--- config.mk ---
export PLATFORM = sky130hd
export DESIGN_NAME = instruction_fetch_queue
export DESIGN_NICKNAME = d
export VERILOG_FILES = /design/src/rtl/instruction_fetch_queue.sv
export SDC_FILE = /design/constraint.sdc
export NUM_CORES = 1
export LEC_CHECK = 0
export CAP_MARGIN = 5
export CELL_PAD_IN_SITES_DETAIL_PLACEMENT = 2
export CELL_PAD_IN_SITES_GLOBAL_PLACEMENT = 2
export CORE_UTILIZATION = 36
export CTS_BUF_LIST = sky130_fd_sc_hd__clkbuf_8
export CTS_CLUSTER_SIZE = 8
export DETAILED_ROUTE_END_ITERATION = 16
export GPL_ROUTABILITY_DRIVEN = 0
export PLACE_DENSITY_LB_ADDON = 0.12
export SYNTH_ARGS = -nofsm -noshare
export SYNTH_HDL_FRONTEND = slang
export SYNTH_SLANG_ARGS = --single-unit
--- constraint.sdc ---
create_clock -name clock -period 5.1 [get_ports clock]
set_clock_uncertainty 0.05 [all_clocks]
set_input_delay 1.02 -clock clock [delete_from_list [all_inputs] [get_ports clock]]
set_output_delay 1.02 -clock clock [all_outputs]
set_load 0.02 [all_outputs]
--- src/rtl/instruction_fetch_queue.sv ---
`default_nettype none
// ============================================================================
// Module      : instruction_fetch_queue
// Description : Fetch stage that decouples PC generation from decode. It
//               issues sequential fetch requests under a credit limit, queues
//               in-order memory responses with their PCs, and hands them to
//               decode over valid/ready. Branch redirects flush the queue and
//               discard stale in-flight responses.
// Revision    : 1.0 - initial release
// ============================================================================
module instruction_fetch_queue #(
    parameter int unsigned            ADDR_WIDTH  = 64,
    parameter int unsigned            INSTR_WIDTH = 32,
    parameter int unsigned            DEPTH       = 4,
    parameter logic [ADDR_WIDTH-1:0]  RESET_PC    = '0,
    parameter int unsigned            INC         = 4
) (
    input  logic                   clock,
    input  logic                   reset,
    input  logic                   Branchreg,
    input  logic [ADDR_WIDTH-1:0]  PC_branch_in,
    output logic                   imem_req_valid,
    input  logic                   imem_req_ready,
    output logic [ADDR_WIDTH-1:0]  imem_req_addr,
    input  logic                   imem_resp_valid,
    input  logic [INSTR_WIDTH-1:0] imem_resp_data,
    output logic                   out_valid,
    input  logic                   out_ready,
    output logic [INSTR_WIDTH-1:0] instruction_out,
    output logic [ADDR_WIDTH-1:0]  PC_out,
    output logic [ADDR_WIDTH-1:0]  PC_branch_link_out
);

    localparam int unsigned           C_PTR_W = $clog2(DEPTH);
    localparam int unsigned           C_CNT_W = $clog2(DEPTH) + 1;
    localparam logic [ADDR_WIDTH-1:0] C_INC   = ADDR_WIDTH'(INC);
    localparam logic [C_CNT_W:0]      C_CREDIT_LIMIT = (C_CNT_W + 1)'(DEPTH);
    localparam logic [C_CNT_W-1:0]    C_FULL  = C_CNT_W'(DEPTH);

    // Control state
    logic [ADDR_WIDTH-1:0] r_fetch_pc;
    logic [ADDR_WIDTH-1:0] r_resp_pc;
    logic [C_CNT_W-1:0]    r_count;
    logic [C_CNT_W-1:0]    r_outstanding;
    logic [C_CNT_W-1:0]    r_drop_cnt;
    logic [C_PTR_W-1:0]    r_head;
    logic [C_PTR_W-1:0]    r_tail;

    // Queue storage (data path only, no reset needed)
    logic [INSTR_WIDTH-1:0] r_mem_instr [DEPTH];
    logic [ADDR_WIDTH-1:0]  r_mem_pc    [DEPTH];

    // Handshake / event decode
    logic [C_CNT_W:0] w_credit_used;
    logic             w_req_valid;
    logic             w_req_fire;
    logic             w_out_valid;
    logic             w_pop;
    logic             w_push;
    logic             w_drop;

    // Queue entries plus in-flight requests may never exceed DEPTH, which
    // guarantees every non-stale response has a free slot to land in.
    assign w_credit_used = {1'b0, r_count} + {1'b0, r_outstanding};
    assign w_req_valid   = !reset && !Branchreg && (w_credit_used < C_CREDIT_LIMIT);
    assign w_req_fire    = w_req_valid && imem_req_ready;
    assign w_out_valid   = !reset && !Branchreg && (r_count != '0);
    assign w_pop         = w_out_valid && out_ready;
    // A response in a redirect cycle is stale by definition and is never pushed.
    assign w_push        = imem_resp_valid && !Branchreg && (r_drop_cnt == '0);
    assign w_drop        = imem_resp_valid && !Branchreg && (r_drop_cnt != '0);

    // Control registers: PCs, occupancy, in-flight tracking and redirect flush
    always_ff @(posedge clock or posedge reset) begin
        if (reset) begin
            r_fetch_pc    <= RESET_PC;
            r_resp_pc     <= RESET_PC;
            r_count       <= '0;
            r_outstanding <= '0;
            r_drop_cnt    <= '0;
            r_head        <= '0;
            r_tail        <= '0;
        end else begin
            r_outstanding <= r_outstanding + C_CNT_W'(w_req_fire) - C_CNT_W'(imem_resp_valid);
            if (Branchreg) begin
                // Every request still in flight (minus one answering now) is stale.
                r_count    <= '0;
                r_head     <= '0;
                r_tail     <= '0;
                r_fetch_pc <= PC_branch_in;
                r_resp_pc  <= PC_branch_in;
                r_drop_cnt <= r_outstanding - C_CNT_W'(imem_resp_valid);
            end else begin
                if (w_req_fire) begin
                    r_fetch_pc <= r_fetch_pc + C_INC;
                end
                if (w_push) begin
                    r_resp_pc <= r_resp_pc + C_INC;
                    r_tail    <= r_tail + C_PTR_W'(1);
                end
                if (w_pop) begin
                    r_head <= r_head + C_PTR_W'(1);
                end
                if (w_drop) begin
                    r_drop_cnt <= r_drop_cnt - C_CNT_W'(1);
                end
                r_count <= r_count + C_CNT_W'(w_push) - C_CNT_W'(w_pop);
            end
        end
    end

    // Queue write port: store the response with the PC it was fetched from
    always_ff @(posedge clock) begin
        if (w_push) begin
            r_mem_instr[r_tail] <= imem_resp_data;
            r_mem_pc[r_tail]    <= r_resp_pc;
        end
    end

    // A push into a full queue that is not popping means the credit logic broke.
    a_no_overflow : assert property (@(posedge clock) disable iff (reset)
        !(w_push && !w_pop && (r_count == C_FULL)));

    assign imem_req_valid     = w_req_valid;
    assign imem_req_addr      = r_fetch_pc;
    assign out_valid          = w_out_valid;
    assign instruction_out    = r_mem_instr[r_head];
    assign PC_out             = r_mem_pc[r_head];
    assign PC_branch_link_out = r_mem_pc[r_head] + C_INC;

endmodule
`default_nettype wire

==> impl_metrics.yaml, run 1 <==
cts:
  clk_pin_slew_ns: 0.06
  cts_tree: "done"
  cts_hold_buf: 0
  h-tree-depth: 3
  clock_latency_ns: 0.69
  cts.sinks: 525
  cts_made_buffers: 93
  root_buffer: "clkbuf_8"
  clk_path_buf_depth: 3
timing:
  tightest_slew_ns: 0.994
  hold_viol: 0
  max_freq_mhz: 202
  fin_crit_ns: 4.95
  setup_tns_ns: 0
  max_slew_margin: 0.331
  fin_crit_sh: 0.971
  finalSetupViolations: 0
  final-max-slew-violation-count: 0
yosys:
  yosysUniqueCellTypes: 69
  avgSynthCellArea_um2: 14.4
  synthMuxAreaShare: 0.101
  netlist_top_cells_area: "edfxtp_1 49%, dfrtp_1 15%, mux4_2 8.3%"
  synth_top_family_by_area: "simple AND/OR/NAND/NOR gates"
  synth_common_cells: "384 x edfxtp_1, 148 x nand2_1, 141 x dfrtp_1"
  synth_compound_area_frac: 0.0524
  ys_async_sr_fraction: 0.269
  synth-edff-count: 384
  synth_fp_nets: 1764
  syn-instance-count: 1643
  synth-simple-area-share: 0.125
  yosys.cell_count.top_type: "edfxtp_1"
  yosysTopAreaCellShare: 0.488
  yosysSeqAreaShare: 0.638
  synth-xor-area-share: 0.0497
  syn-cell-area_um2: 23600
  synth-main-ff-cell: "edfxtp_1"
  synthAdderAreaFrac: 0.0107
  ys_warn_count: 0
  ys_ff_latch: 525
  yosys.area.top_type: "edfxtp_1"
power_and_ir_drop:
  vdd_ir_drop_max_v: 0.000152
  power.density_nw_per_um2: 358
  p_leak_nw: 10.3
  total_power_mw: 10.7
  p_clk_frac: 0.353
  combPwrFrac: 0.162
  switchingPower_mw: 3.10
  p_sw_frac: 0.289
  seqPwrFrac: 0.485
  intPower_mw: 7.60
layout:
  area_growth_pct: 26.4
  finish.net_count: 2150
  drive_gt1_frac: 0.149
  fin_util: 0.462
die:
  placementRows: 93
  die_h_um: 258
  initial_core_util: 0.366
  core_um2: 64600
  die-area_um2: 66600
  io_pins: 328
  die_w_um: 258
detailed_routing:
  detailedRoute.firstPassIterationCount: 5
  drc: 0
  final_antenna_net_count: 0
  vias: 16100
  wire_per_inst_um: 25.9
  drt_wl_total_um: 76600
  drt_iter0_drc: 1028
  drt-vias-per-instance: 5.43
placement:
  place_hpwl_um: 54500
  port_buffers: 327
setup_path:
  cp-start-kind: "register"
  cp_data_arrival_time_ns: 3.88
  r2r-end: "imem_req_addr[38]"
  ff2ff_setup_slack_ns: 1.93
  critical_path_class: "reg -> out"
  critPathMaxFanout: 10
  worstRegToRegCells: 7
  critPathCaptureType: "primary output"
  cp-startpoint: "r_head[0]"
  reg2reg_from: "imem_req_addr[2]"
  critPathRequiredTime_ns: 4.03
  crit_end: "PC_branch_link_out[28]"
global_route:
  antenna_found_initial: 7
  overflow: 0
  grt_pass1_wl_um: 115000
  grt_pass1_vias: 17700
  grt_max_degree: 81
  grt_use_total: 0.230
worst_hold_path:
  worstHoldStart: "r_resp_pc[1]"
  hp-class: "reg -> reg"
  min_path_cells: 0
outcome:
  outcome: "completed"
job:
  drv_cap: 0
## final cells by class
class | count | area, µm²
Clock buffer | 96 | 1320
Timing Repair Buffer | 367 | 3740
Antenna cell | 4 | 10.0
Tap cell | 855 | 1070
Multi-Input combinational cell | 1002 | 8040
Inverter | 40 | 155
Sequential cell | 525 | 15100
Fill cell | 6268 | 34700
Clock inverter | 71 | 443
## worst min-delay path by stage
stage	end	slack, ns
global route	r_mem_pc[2][1]	0.50
global placement	r_mem_pc[3][1]	0.44
CTS	r_mem_pc[2][1]	0.48
finish	r_mem_pc[0][1]	0.47
floorplan	r_mem_pc[0][18]	0.42
detailed placement	r_mem_pc[2][1]	0.47
## per-stage QoR
step / std cells / area [µm²] / hold slack, ns / setup slack [ns]
floorplan: 1643 / 23600 / 0.424 / 0.249
global placement: 2784 / 28000 / 0.439 / 0.544
detailed placement: 2784 / 28000 / 0.470 / 0.473
CTS: 2952 / 29700 / 0.483 / -0.0731
global route: 2960 / 29800 / 0.500 / -0.0165
finish: 2960 / 29800 / 0.469 / 0.149
## flip-flops by register name, indices dropped and copies added, names as in the netlist
register and count:
r_drop_cnt 3, r_mem_instr 128, imem_req_addr 64, r_outstanding 3, r_head 2, r_tail 2
r_resp_pc 64, r_count 3, r_mem_pc 256
## per-layer routing
metal | track usage | vias to the layer above | part of all wire
li1 | - | 7156 | -
met1 | 0.316 | 8379 | 0.45
met2 | 0.371 | 443 | 0.48
met3 | 0.0391 | 105 | 0.045
met4 | 0.0748 | 2 | 0.024
met5 | 0 | - | 0.00017
## cell families (layout without fill, tap and decap cells)
group | Yosys count | in the layout
multiplexers | 113 | 113
other | 0 | 4
buffers and inverters | 116 | 574
AND/OR/NAND/NOR | 534 | 534
XOR/XNOR | 133 | 133
flip-flops | 525 | 525
AO/OA/AOI/OAI | 203 | 203
adder cells (fa/ha/maj) | 19 | 19
## layout by cell type, fill, tap and decap left out, drive strengths merged, types with 39 or more instances in the layout
cell           count
buf               40
clkbuf            97
clkdlybuf4s50    299
dfrtp            141
edfxtp           384
inv               77
mux4              95
nand2            150
nand3             73
nand4             61
nor2              54
nor3              39
o21ai            103
xnor2             88
xor2              45
## critical path, cell delays in order (launching register included)
cell	delay, ns
dfrtp_4	0.59
mux4_2	0.42
ha_2	0.25
nand2_1	0.08
o22a_1	0.24
nand3b_4	0.25
nor2_2	0.27
nand3_1	0.14
xnor2_1	0.28
clkdlybuf4s50_1	0.66
## power groups by stage
stage,sequential [mW],clock (mW),combinational [mW]
4_1_cts,5.18,3.90,1.75
6_report,5.18,3.78,1.74
5_1_grt,5.22,4.07,1.87
2_1_floorplan,5.22,0,0.891
3_5_place_dp,5.26,0,1.75
3_3_place_gp,5.23,0,1.71
## timing repair
| item | 4_1_cts | 5_1_grt |
|---|---|---|
| endpoints found under the hold margin | 0 | 0 |
| gates cloned | 0 | 1 |
| setup endpoints to repair | 34 | 22 |
| resized for setup | 23 | 22 |
| buffers inserted | 1 | 3 |
| pin swaps | 0 | 1 |
No activity file was read; power rests on OpenSTA's default activity.
==> run 2: changes to the inputs <==
Settings changed: CELL_PAD_IN_SITES_DETAIL_PLACEMENT 2 to 0, CELL_PAD_IN_SITES_GLOBAL_PLACEMENT 2 to 1, CORE_UTILIZATION 36 to 42.
==> run 2 against run 1 <==
Die area down 14%. Fmax grew 0.14%. Critical path depth up 1. Combinational power down 3%. Count of clock-buffer cells in the layout decreased by 4. Critical path type unchanged. Largest cell class unchanged. Highest routed layer is now met4.
==> impl_metrics.yaml, run 2 (synthesized netlist as in run 1, its figures left out) <==
layout:
  area_growth_pct: 24.8
  seq_area_um2: 15100
  drive_gt1_frac: 0.140
  final_area_um2: 29500
  largest_reg_flops: 256
  finish.net_count: 2145
  regMostFlops: "r_mem_pc"
  multi_input_area_um2: 8010
  layout_commonest_cell: "edfxtp_1"
  finalNonFillerCells: 2841
  reg.largest.list: "r_mem_pc x256, r_mem_instr x128"
  fillers: 4745
  layout_common_cells: "384 x edfxtp_1, 308 x clkdlybuf4s50_1, 148 x nand2_1, 139 x dfrtp_1, 103 x o21ai_0"
detailed_routing:
  drt_wl_total_um: 63600
  final_antenna_net_count: 0
  wire_per_inst_um: 22.4
  vias: 15500
  drc: 0
  drt-vias-per-instance: 5.47
  detailedRoute.firstPassIterationCount: 5
  drt_iter0_drc: 1155
setup_path:
  critPathRequiredTime_ns: 4.03
  critPathCaptureType: "primary output"
  critical_path_class: "reg -> out"
  critical_path.slowest_cell: "clkdlybuf4s50_1"
  cp_data_arrival_time_ns: 3.87
  crit_chain: "mux4_2, ha_1, nand2_1, o22a_1, nand3b_4, nor4_2, buf_4, nand2_1, xnor2_1, clkdlybuf4s50_1"
  cpMostUsedCell: "nand2_1"
  crit_buf_inv: 2
  slowest_delay_ns: 0.65
  path_delay_family: "buffers and inverters"
  cp-start-kind: "register"
  critPathMaxFanout: 12
power_and_ir_drop:
  seqPwrFrac: 0.504
  combPwrFrac: 0.164
  switchingPower_mw: 2.89
  p_clk_frac: 0.332
  intPower_mw: 7.36
  vdd_ir_drop_max_v: 0.000145
  p_sw_frac: 0.282
  p_leak_nw: 10.2
  power.density_nw_per_um2: 348
die:
  io_pins: 328
  core_um2: 55300
  placementRows: 86
  die_h_um: 239
  initial_core_util: 0.427
  die-area_um2: 57200
  die_w_um: 239
cts:
  clk_path_buf_depth: 3
  h-tree-depth: 3
  root_buffer: "clkbuf_8"
  cts.sinks: 525
  cts_tree: "done"
  clk_pin_slew_ns: 0.06
  clock_latency_ns: 0.67
  cts_hold_buf: 0
  cts_made_buffers: 88
timing:
  max_slew_margin: 0.301
  hold_viol: 0
  final-max-slew-violation-count: 0
  rsz0062_at_grt: "yes"
  finalSetupViolations: 0
  fin_crit_sh: 0.969
  max_freq_mhz: 202
  fin_crit_ns: 4.94
  tightest_slew_ns: 1.04
job:
  drv_cap: 0
global_route:
  grt_use_total: 0.223
  antenna_found_initial: 1
  grt_pass1_vias: 15600
  grt_max_degree: 80
  grt_pass1_wl_um: 96200
  overflow: 0
placement:
  dpl-instance-area_um2: 27800
  place_hpwl_um: 44400
  dpl.cell_count: 2680
  port_buffers: 327
worst_hold_path:
  hp-class: "reg -> reg"
outcome:
  outcome: "completed"
## run 2: metal layers
layer  global-route usage  vias up  share of wire
met5                    0        -              0
met4               0.0728        0          0.023
met3               0.0432       93          0.063
met2                0.336      508           0.45
met1                0.325     7808           0.46
li1                     -     7122              -
## run 2: power groups by stage
stage               Clock (mW)  Combinational, mW  Sequential, mW
CTS                       3.51               1.71            5.16
floorplan                    0              0.891            5.22
global route              3.69               1.81            5.20
global placement             0               1.69            5.23
detailed placement           0               1.70            5.24
finish                    3.40               1.68            5.16
## run 2: stage by stage
step / power [mW] / utilization / hold slack [ns] / worst slack, ns / setup TNS, ns
3_3_place_gp: 6.91 / 0.503 / 0.464 / 0.583 / 0
2_1_floorplan: 6.11 / - / 0.424 / 0.249 / 0
6_report: 10.2 / 0.533 / 0.486 / 0.156 / 0
5_1_grt: 10.7 / 0.533 / 0.501 / -0.00743 / -0.00743
3_5_place_dp: 6.94 / 0.503 / 0.467 / 0.542 / 0
4_1_cts: 10.4 / 0.532 / 0.486 / 0.000414 / 0
## run 2: worst reg2reg max path: cells and delay by family, from the launching register on
kind	cells	cell delay, ns
AOI/OAI and AO/OA	2	0.46
DFF	1	0.43
and+or+nand+nor	4	2.17
## run 2: path summary, 6_finish.rpt
kind	startpoint	to	slack, ns	cells after the start
worst min-delay path	imem_req_addr[1]	imem_req_addr[1]	0.49	2
worst max-delay path	r_head[0]	PC_branch_link_out[46]	0.16	10
min in group asynchronous	reset	imem_req_addr[15]	0.84	2
worst min register to register	imem_req_addr[1]	imem_req_addr[1]	0.49	2
worst max register to register	imem_req_addr[7]	imem_req_addr[49]	1.89	6
max in group asynchronous	reset	imem_req_addr[16]	3.27	3
## run 2: what timing repair did
action,CTS,global route
gates resized for setup,8,15
hold endpoints to repair,0,0
setup endpoints to repair,33,21
cloned,0,0
setup buffers,1,1
## run 2: cell type report
type / instances / area share
clock inverters: 66 / 0.0106
inverters: 40 / 0.00527
flip-flops and latches: 525 / 0.512
repair buffers: 367 / 0.126
clock buffers: 92 / 0.0430
diodes: 1 / 0.0000850
well taps: 748 / 0.0318
multi-input cells: 1002 / 0.272
